[config.mk]
export PLATFORM = sky130hd
export DESIGN_NAME = seq_ram
export DESIGN_NICKNAME = d
export VERILOG_FILES = /design/src/rtl/seq_ram.sv
export SDC_FILE = /design/constraint.sdc
export NUM_CORES = 1
export LEC_CHECK = 0
export CAP_MARGIN = 20
export CORE_MARGIN = 5
export CORE_UTILIZATION = 60
export DETAILED_ROUTE_END_ITERATION = 7
export PLACE_DENSITY = 0.86
export SETUP_SLACK_MARGIN = 0.05
export SLEW_MARGIN = 5
export SYNTH_ARGS = -nofsm -noshare
export SYNTH_HDL_FRONTEND = slang
export SYNTH_SLANG_ARGS = --single-unit
[constraint.sdc]
create_clock -name clock -period 2.4 [get_ports clock]
set_input_delay 0.48 -clock clock [delete_from_list [all_inputs] [get_ports clock]]
set_output_delay 0.48 -clock clock [all_outputs]
set_load 0.03 [all_outputs]
[src/rtl/seq_ram.sv]
// seq_ram: parametrised synchronous RAM with a host write port, a handshaked host read port
// and an address-sweep engine streaming onto ram_out. Optional macro SEQ_RAM_CLEAR_EN zeroes the array after reset.
module seq_ram #(
  parameter int unsigned DATA_W = 8,
  parameter int unsigned ADDR_W = 4
) (
  input  logic              clock,
  input  logic              reset,
  input  logic              wr_en,
  input  logic [ADDR_W-1:0] wr_addr,
  input  logic [DATA_W-1:0] wr_data,
  input  logic              rd_req,
  input  logic [ADDR_W-1:0] rd_addr,
  output logic              rd_ready,
  output logic              rd_valid,
  output logic [DATA_W-1:0] rd_data,
  input  logic              sweep_start,
  input  logic [ADDR_W-1:0] sweep_first,
  input  logic [ADDR_W-1:0] sweep_last,
  output logic              sweep_busy,
  output logic              sweep_done,
  output logic [DATA_W-1:0] ram_out,
  output logic              ram_out_valid
);

  localparam int unsigned DEPTH = 2 ** ADDR_W;

  typedef enum logic [1:0] {
    IDLE  = 2'd0,
    SWEEP = 2'd1
`ifdef SEQ_RAM_CLEAR_EN
    , CLEAR = 2'd2
`endif
  } state_t;

  state_t            state;
  logic [DATA_W-1:0] mem [DEPTH];
  logic [ADDR_W-1:0] sweep_addr;
  logic [ADDR_W-1:0] sweep_left;
  logic [ADDR_W-1:0] sweep_span_c;
`ifdef SEQ_RAM_CLEAR_EN
  logic [ADDR_W-1:0] clr_cnt;
`endif

  // Span is N-1; the ADDR_W-bit subtraction gives the wrap-through-zero behaviour for free.
  assign sweep_span_c = sweep_last - sweep_first;
  assign rd_ready     = (state == IDLE) && !sweep_start;

  // Storage write port; reads elsewhere see the pre-edge contents (read-first).
  always_ff @(posedge clock) begin
`ifdef SEQ_RAM_CLEAR_EN
    if (state == CLEAR) begin
      mem[clr_cnt] <= '0;
    end else if (wr_en) begin
      mem[wr_addr] <= wr_data;
    end
`else
    if (wr_en) begin
      mem[wr_addr] <= wr_data;
    end
`endif
  end

  // Control FSM with registered outputs.
  always_ff @(posedge clock) begin
    if (reset) begin
      ram_out       <= '0;
      ram_out_valid <= 1'b0;
      rd_data       <= '0;
      rd_valid      <= 1'b0;
      sweep_done    <= 1'b0;
      sweep_addr    <= '0;
      sweep_left    <= '0;
`ifdef SEQ_RAM_CLEAR_EN
      state         <= CLEAR;
      sweep_busy    <= 1'b1;
      clr_cnt       <= '0;
`else
      state         <= IDLE;
      sweep_busy    <= 1'b0;
`endif
    end else begin
      ram_out_valid <= 1'b0;
      rd_valid      <= 1'b0;
      sweep_done    <= 1'b0;
      case (state)
        IDLE: begin
          if (sweep_start) begin
            ram_out       <= mem[sweep_first];
            ram_out_valid <= 1'b1;
            sweep_addr    <= sweep_first + ADDR_W'(1);
            sweep_left    <= sweep_span_c;
            if (sweep_span_c == '0) begin
              sweep_done <= 1'b1;
            end else begin
              state      <= SWEEP;
              sweep_busy <= 1'b1;
            end
          end else if (rd_req) begin
            rd_data  <= mem[rd_addr];
            rd_valid <= 1'b1;
          end
        end
        SWEEP: begin
          ram_out       <= mem[sweep_addr];
          ram_out_valid <= 1'b1;
          sweep_addr    <= sweep_addr + ADDR_W'(1);
          sweep_left    <= sweep_left - ADDR_W'(1);
          // sweep_left counts words still owed including this one.
          if (sweep_left == ADDR_W'(1)) begin
            sweep_done <= 1'b1;
            sweep_busy <= 1'b0;
            state      <= IDLE;
          end
        end
`ifdef SEQ_RAM_CLEAR_EN
        CLEAR: begin
          clr_cnt <= clr_cnt + ADDR_W'(1);
          if (clr_cnt == ADDR_W'(DEPTH - 1)) begin
            sweep_busy <= 1'b0;
            state      <= IDLE;
          end
        end
`endif
        default: begin
          sweep_busy <= 1'b0;
          state      <= IDLE;
        end
      endcase
    end
  end

endmodule

==> results of run 1 <==
critical path: cells and delay by family:
| family | cells | cell delay (ns) |
|---|---|---|
| buffers and inverters | 3 | 0.93 |
| and+or+nand+nor | 1 | 0.30 |
metrics by stage:
stage | std cells | utilization (%) | setup WS, ns | hold WS, ns
after floorplan | 591 | - | 0.224 | 0.468
after global placement | 828 | 67.0 | -0.0290 | 0.471
after detailed placement | 828 | 67.0 | -0.106 | 0.475
after CTS | 859 | 71.0 | 0.211 | 0.490
after global routing | 859 | 71.0 | 0.170 | 0.520
final | 859 | 71.0 | 0.205 | 0.488
synth_stat cells, types with 9 or more instances:
library cell  instances  area share [%]
dfxtp_1              32             7.5
mux2i_1              67             7.9
a21oi_1              48             2.8
mux4_2               50              13
edfxtp_1            128              45
nor2b_1              11            0.81
buf_2                10            0.59
a31oi_1               9            0.66
a22o_1               19             2.0
a22oi_1              32             2.8
nand3_1              19             1.1
nand2_1              21            0.93
mux4_1               14             4.3
nor2_1               36             1.6
clkbuf_1             12            0.53
worst max path at each step:
stage          endpoint      startpoint
3_5_place_dp   state[0]  sweep_first[1]
3_3_place_gp   state[0]  sweep_first[1]
2_1_floorplan  register        state[0]
4_1_cts        rd_ready     sweep_start
5_1_grt        rd_ready     sweep_start
6_report       rd_ready     sweep_start
cell families (layout without fill, tap and decap cells):
kind of cell	Yosys count	after routing	share of synthesized area [%]
xor gates and xnor gates	2	2	0.206
AOI/OAI and AO/OA	130	130	9.97
buffers and inverters	48	136	4.13
DFF	160	160	52.7
and+or+nand+nor	112	112	6.29
muxes	132	132	25.6
adders and majority gates	7	7	1.12
power by group:
part / switching, mW / leakage [nW] / internal [mW]
Sequential: 0.0843 / 1.42 / 3.09
Combinational: 0.582 / 1.77 / 0.477
Clock: 1.04 / 0.267 / 1.52
Total: 1.71 / 3.46 / 5.09
registers in the layout, summed over array words and instances (netlist names), named ones only:
register / flops
mem: 128
ram_out: 8
rd_data: 8
sweep_addr: 4
sweep_left: 4
ram_out_valid: 1
rd_valid: 1
state: 1
sweep_done: 1
area by class of cell:
class	instances	area (µm²)
multi-input cells	383	3670
well taps	180	225
fillers	880	4020
inverters	7	26.3
clock inverters	11	116
clock buffers	20	437
flip-flops and latches	160	4490
repair buffers	98	896
layer usage:
metal / track usage, % / vias to the layer above
li1: - / 2557
met5: 0 / -
met4: 12.0 / 0
met2: 47.2 / 482
met3: 8.90 / 79
met1: 36.5 / 3034
cell usage in the layout (no fill, tap or decap), types with 2 or more instances in the layout:
cell type        count
clkbuf_16           17
nand4_1              2
bufinv_16            2
clkinv_2             4
buf_2                2
a22o_1              19
nand3b_1             2
inv_1                7
clkinvlp_4           2
nand3_1             19
mux4_1              14
nor2_1              36
o21ai_0              4
mux4_2              50
nor3_1               6
clkdlybuf4s50_1     46
mux2i_1             67
nor2b_1             11
o21ai_1              6
and2_1               2
or3_1                2
buf_4               46
nand2b_1             5
ha_1                 6
edfxtp_1           128
a211oi_1             3
clkbuf_1             3
a22oi_1             32
buf_12               4
nand2_1             21
xor2_1               2
dfxtp_1             31
a21oi_1             48
a31oi_1              9
==> flow_metrics.env, run 1 <==
export IMPL_status="completed"
export IMPL_antenna_cells=0
export IMPL_nets=703
export IMPL_port_buffers=49
export IMPL_synth_edf_count=128
export IMPL_ys_seq_area_share_pct=52.7
export IMPL_async_flop_share_pct=0
export IMPL_die_w_um=129
export IMPL_dp_hpwl_mm=15.5
export IMPL_clk_path_buf_depth=2
export IMPL_top_layer="met4"
export IMPL_min_path_type="register to register"
export IMPL_ant_nets=0
export IMPL_syn_to_final_growth_pct=15.9
export IMPL_rows=43
export IMPL_synthesis_nets=627
export IMPL_post_route_drc_count=0
export IMPL_grt_max_degree=41
export IMPL_r2r_slack_ns=0.57
export IMPL_clock_sinks=160
export IMPL_rsz0062_at_grt="false"
export IMPL_tns_ns=0
export IMPL_syn_inst=591
export IMPL_worstPathRequired_ns=1.92
export IMPL_min_period_over_period_pct=91.5
export IMPL_gp_congestion=0.924
export IMPL_timing_rr_end="ram_out[1]"
export IMPL_wl_met2_mm=11.5
export IMPL_clockRootBuffer="clkbuf_16"
export IMPL_hold_violations=0
export IMPL_p_leak_nw=3.46
export IMPL_cp_common_cell="buf_4"
export IMPL_tightest_slew_ns=0.828
export IMPL_ctsResizeCount=0
export IMPL_wirelength_met1_mm=7.98
export IMPL_ios=50
export IMPL_peakVddDrop_uv=517
export IMPL_cp_arrival_ns=1.72
export IMPL_coreArea_mm2=0.0139
export IMPL_wl_met3_mm=3.02
export IMPL_wl_per_cell_um=27.2
export IMPL_clk_pin_slew_ns=0.06
export IMPL_maxCapViolCount=0
export IMPL_worstSetupEndpointType="primary output"
export IMPL_grt_pass1_wl_mm=35.4
export IMPL_clock_fmax_mhz=456
export IMPL_initial_utilization_pct=61.3
export IMPL_fin_area_mm2=0.00986
export IMPL_via_per_inst=7.16
export IMPL_critPathSlowestCell="clkdlybuf4s50_1"
export IMPL_path_class="input port to primary output"
export IMPL_path_cells="clkdlybuf4s50_1, buf_4, nor2_2, buf_4"
export IMPL_antenna_found_initial=0
export IMPL_maxSlewViolCount=0
export IMPL_cts_hold_buf=0
export IMPL_grt_ovfl_total=0
export IMPL_start_kind="input port"
export IMPL_min_path_cells=2
export IMPL_detail_route_iter0_violations=948
export IMPL_grt_pass1_vias=6129
export IMPL_htreeDepth=4
export IMPL_die_y_um=129
export IMPL_powerDensity_mw_per_mm2=689
export IMPL_power_mw=6.79
export IMPL_cts_setup_buffers=0
export IMPL_vias=6152
export IMPL_cts_buffers=17
export IMPL_relSlewSlack_pct=44.7
export IMPL_synth_ff_latch_count=160
export IMPL_dieArea_mm2=0.0167
export IMPL_hold_path_startpoint="rd_data[3]"
export IMPL_synth_cell_types=49
export IMPL_r2r_cells=5
export IMPL_dpl_instance_area_mm2=0.00931
export IMPL_cp_max_fo=6
export IMPL_drtPass1Iterations=5
export IMPL_final_setup_viol_count=0
export IMPL_clock_latency_ns=0.43
export IMPL_drive_gt1_share_pct=19.9
export IMPL_max_stage_delay_ns=0.50
export IMPL_skew_ns=0.00690
export IMPL_min_to="rd_data[3]"
export IMPL_grtUsageTotal_pct=29.0
export IMPL_syn_area_mm2=0.00851
export IMPL_period_needed_ns=2.20
export IMPL_avgSynthCellArea_um2=14.4
export IMPL_totalWireLength_mm=23.3
export IMPL_cts_tree="yes"
export IMPL_yosysWarningCount=0
export IMPL_synth_ff_type="edfxtp_1"
Power figures use the tool's default switching activity.
==> run 2: changes to the inputs <==
Settings changed: PLACE_DENSITY 0.86 to 0.8, REMOVE_ABC_BUFFERS set to 1, SLEW_MARGIN 5 to 20.
==> run 2 against run 1 <==
Effect of this change:
- cell count is 0.47% lower
- combinational power hardly changed
- first-iteration DRC count is 9.5% lower
- global-route usage is 0.24 points lower
==> flow_metrics.env, run 2 (synthesized netlist as in run 1, its figures left out) <==
export IMPL_status="completed"
export IMPL_via_per_inst=7.13
export IMPL_peakVddDrop_uv=524
export IMPL_drive_gt1_share_pct=19.4
export IMPL_ant_nets=0
export IMPL_initial_utilization_pct=61.3
export IMPL_period_needed_ns=2.22
export IMPL_tightest_slew_ns=1.03
export IMPL_hold_ws_ns=0.496
export IMPL_final_common_cell="edfxtp_1"
export IMPL_power_mw=6.86
export IMPL_coreArea_mm2=0.0139
export IMPL_hold_violations=0
export IMPL_relSlewSlack_pct=31.0
export IMPL_ios=50
export IMPL_clk_path_buf_depth=2
export IMPL_gp_congestion=0.917
export IMPL_clock_sinks=160
export IMPL_cts_buffers=17
export IMPL_r2r_cells=5
export IMPL_largest_register_ffs=128
export IMPL_clock_fmax_mhz=450
export IMPL_post_route_drc_count=0
export IMPL_min_path_type="register to register"
export IMPL_dpl_instance_area_mm2=0.00931
export IMPL_r2r_slack_ns=0.51
export IMPL_grt_pass1_vias=6108
export IMPL_cts_tree="yes"
export IMPL_cts_hold_buf=0
export IMPL_antenna_cells=0
export IMPL_fin_area_mm2=0.00988
export IMPL_worstSetupEndpointType="register"
export IMPL_ff_latch_area_mm2=0.00449
export IMPL_totalWireLength_mm=23.1
export IMPL_dp_hpwl_mm=15.1
export IMPL_final_cells=855
export IMPL_cp_max_fo=6
export IMPL_ctsResizeCount=0
export IMPL_maxSlewViolCount=0
export IMPL_nets=698
export IMPL_start_kind="input port"
export IMPL_max_stage_delay_ns=0.64
export IMPL_nFillCells=877
export IMPL_critPathSlowestCell="clkdlybuf4s50_1"
export IMPL_grt_max_degree=41
export IMPL_cts_setup_buffers=0
export IMPL_detail_route_iter0_violations=858
export IMPL_p_leak_nw=3.45
export IMPL_wl_per_cell_um=27.0
export IMPL_powerDensity_mw_per_mm2=694
export IMPL_clock_latency_ns=0.43
export IMPL_clockRootBuffer="clkbuf_16"
export IMPL_path_cells="clkdlybuf4s50_1, inv_1, ha_1, nor2b_1, o21a_1, or3_1, a31o_2, a21oi_1"
export IMPL_fin_ws_ns=0.176
export IMPL_htreeDepth=4
export IMPL_tns_ns=0
export IMPL_largest_register="mem"
export IMPL_rows=43
export IMPL_die_y_um=129
export IMPL_path_class="input port to register"
export IMPL_grt_pass1_wl_mm=35.2
export IMPL_grtUsageTotal_pct=28.8
export IMPL_dieArea_mm2=0.0167
export IMPL_path_delay_family="buffers and inverters"
export IMPL_final_core_util_pct=71.2
export IMPL_worst_path_stages=8
export IMPL_port_buffers=49
export IMPL_dp_cells=823
export IMPL_worstPathRequired_ns=2.76
export IMPL_critical_path_buf_inv_count=2
export IMPL_final_setup_viol_count=0
export IMPL_dp_slack_ns=-0.216
export IMPL_syn_to_final_growth_pct=16.1
export IMPL_clk_pin_slew_ns=0.06
export IMPL_top_regs="mem: 128 flops, ram_out: 8 flops, rd_data: 8 flops"
export IMPL_rsz0062_at_grt="false"
export IMPL_cp_arrival_ns=2.58
export IMPL_antenna_found_initial=0
export IMPL_vias=6098
export IMPL_multi_input_area_mm2=0.00367
export IMPL_min_path_cells=2
export IMPL_min_period_over_period_pct=92.7
export IMPL_skew_ns=0.0111
export IMPL_final_cell_mix="128 x edfxtp_1, 67 x mux2i_1, 50 x mux4_2, 48 x a21oi_1, 46 x clkdlybuf4s50_1"
export IMPL_maxCapViolCount=0
export IMPL_die_w_um=129
export IMPL_drtPass1Iterations=7
export IMPL_grt_ovfl_total=0
[run 2: cell count changes in the layout (fill, tap and decap cells not counted)]
cell	delta
buf_2	-1
inv_6	+1
buf_12	+3
clkinvlp_4	+1
clkinv_2	-3
clkinv_4	+2
buf_4	-7
[run 2: worst paths after layout]
path,start,to
setup reg to reg,register,ram_out[3]
hold reg to reg,rd_data[3],rd_data[3]
setup / recovery,sweep_first[1],state[0]
hold / removal,rd_data[3],rd_data[3]
[run 2: final cells by class]
| cell class | count | share of cell area, % |
|---|---|---|
| Clock inverter | 12 | 1.37 |
| Inverter | 7 | 0.266 |
| Tap cell | 180 | 2.28 |
| Sequential cell | 160 | 45.4 |
| Multi-Input combinational cell | 383 | 37.2 |
| Timing Repair Buffer | 93 | 9.09 |
| Clock buffer | 20 | 4.42 |
[run 2: routing by layer]
metal / up-vias / GRT usage (%) / share of wire (%)
li1: 2549 / - / -
met1: 3026 / 37.3 / 38
met2: 420 / 45.5 / 48
met3: 103 / 7.38 / 9.9
met4: 0 / 14.6 / 4.7
met5: - / 0 / 0
[run 2: where the power goes]
part           internal, mW  switching, mW
clock                  1.54           1.10
combinational         0.474          0.576
sequential             3.09         0.0799
total                  5.10           1.75
[run 2: worst reg2reg max path: cells and delay by family (launching register included)]
kind	cells	cell delay, ns
mux	1	0.62
flops	1	0.34
compound gates	3	0.53
buf+inv	1	0.29
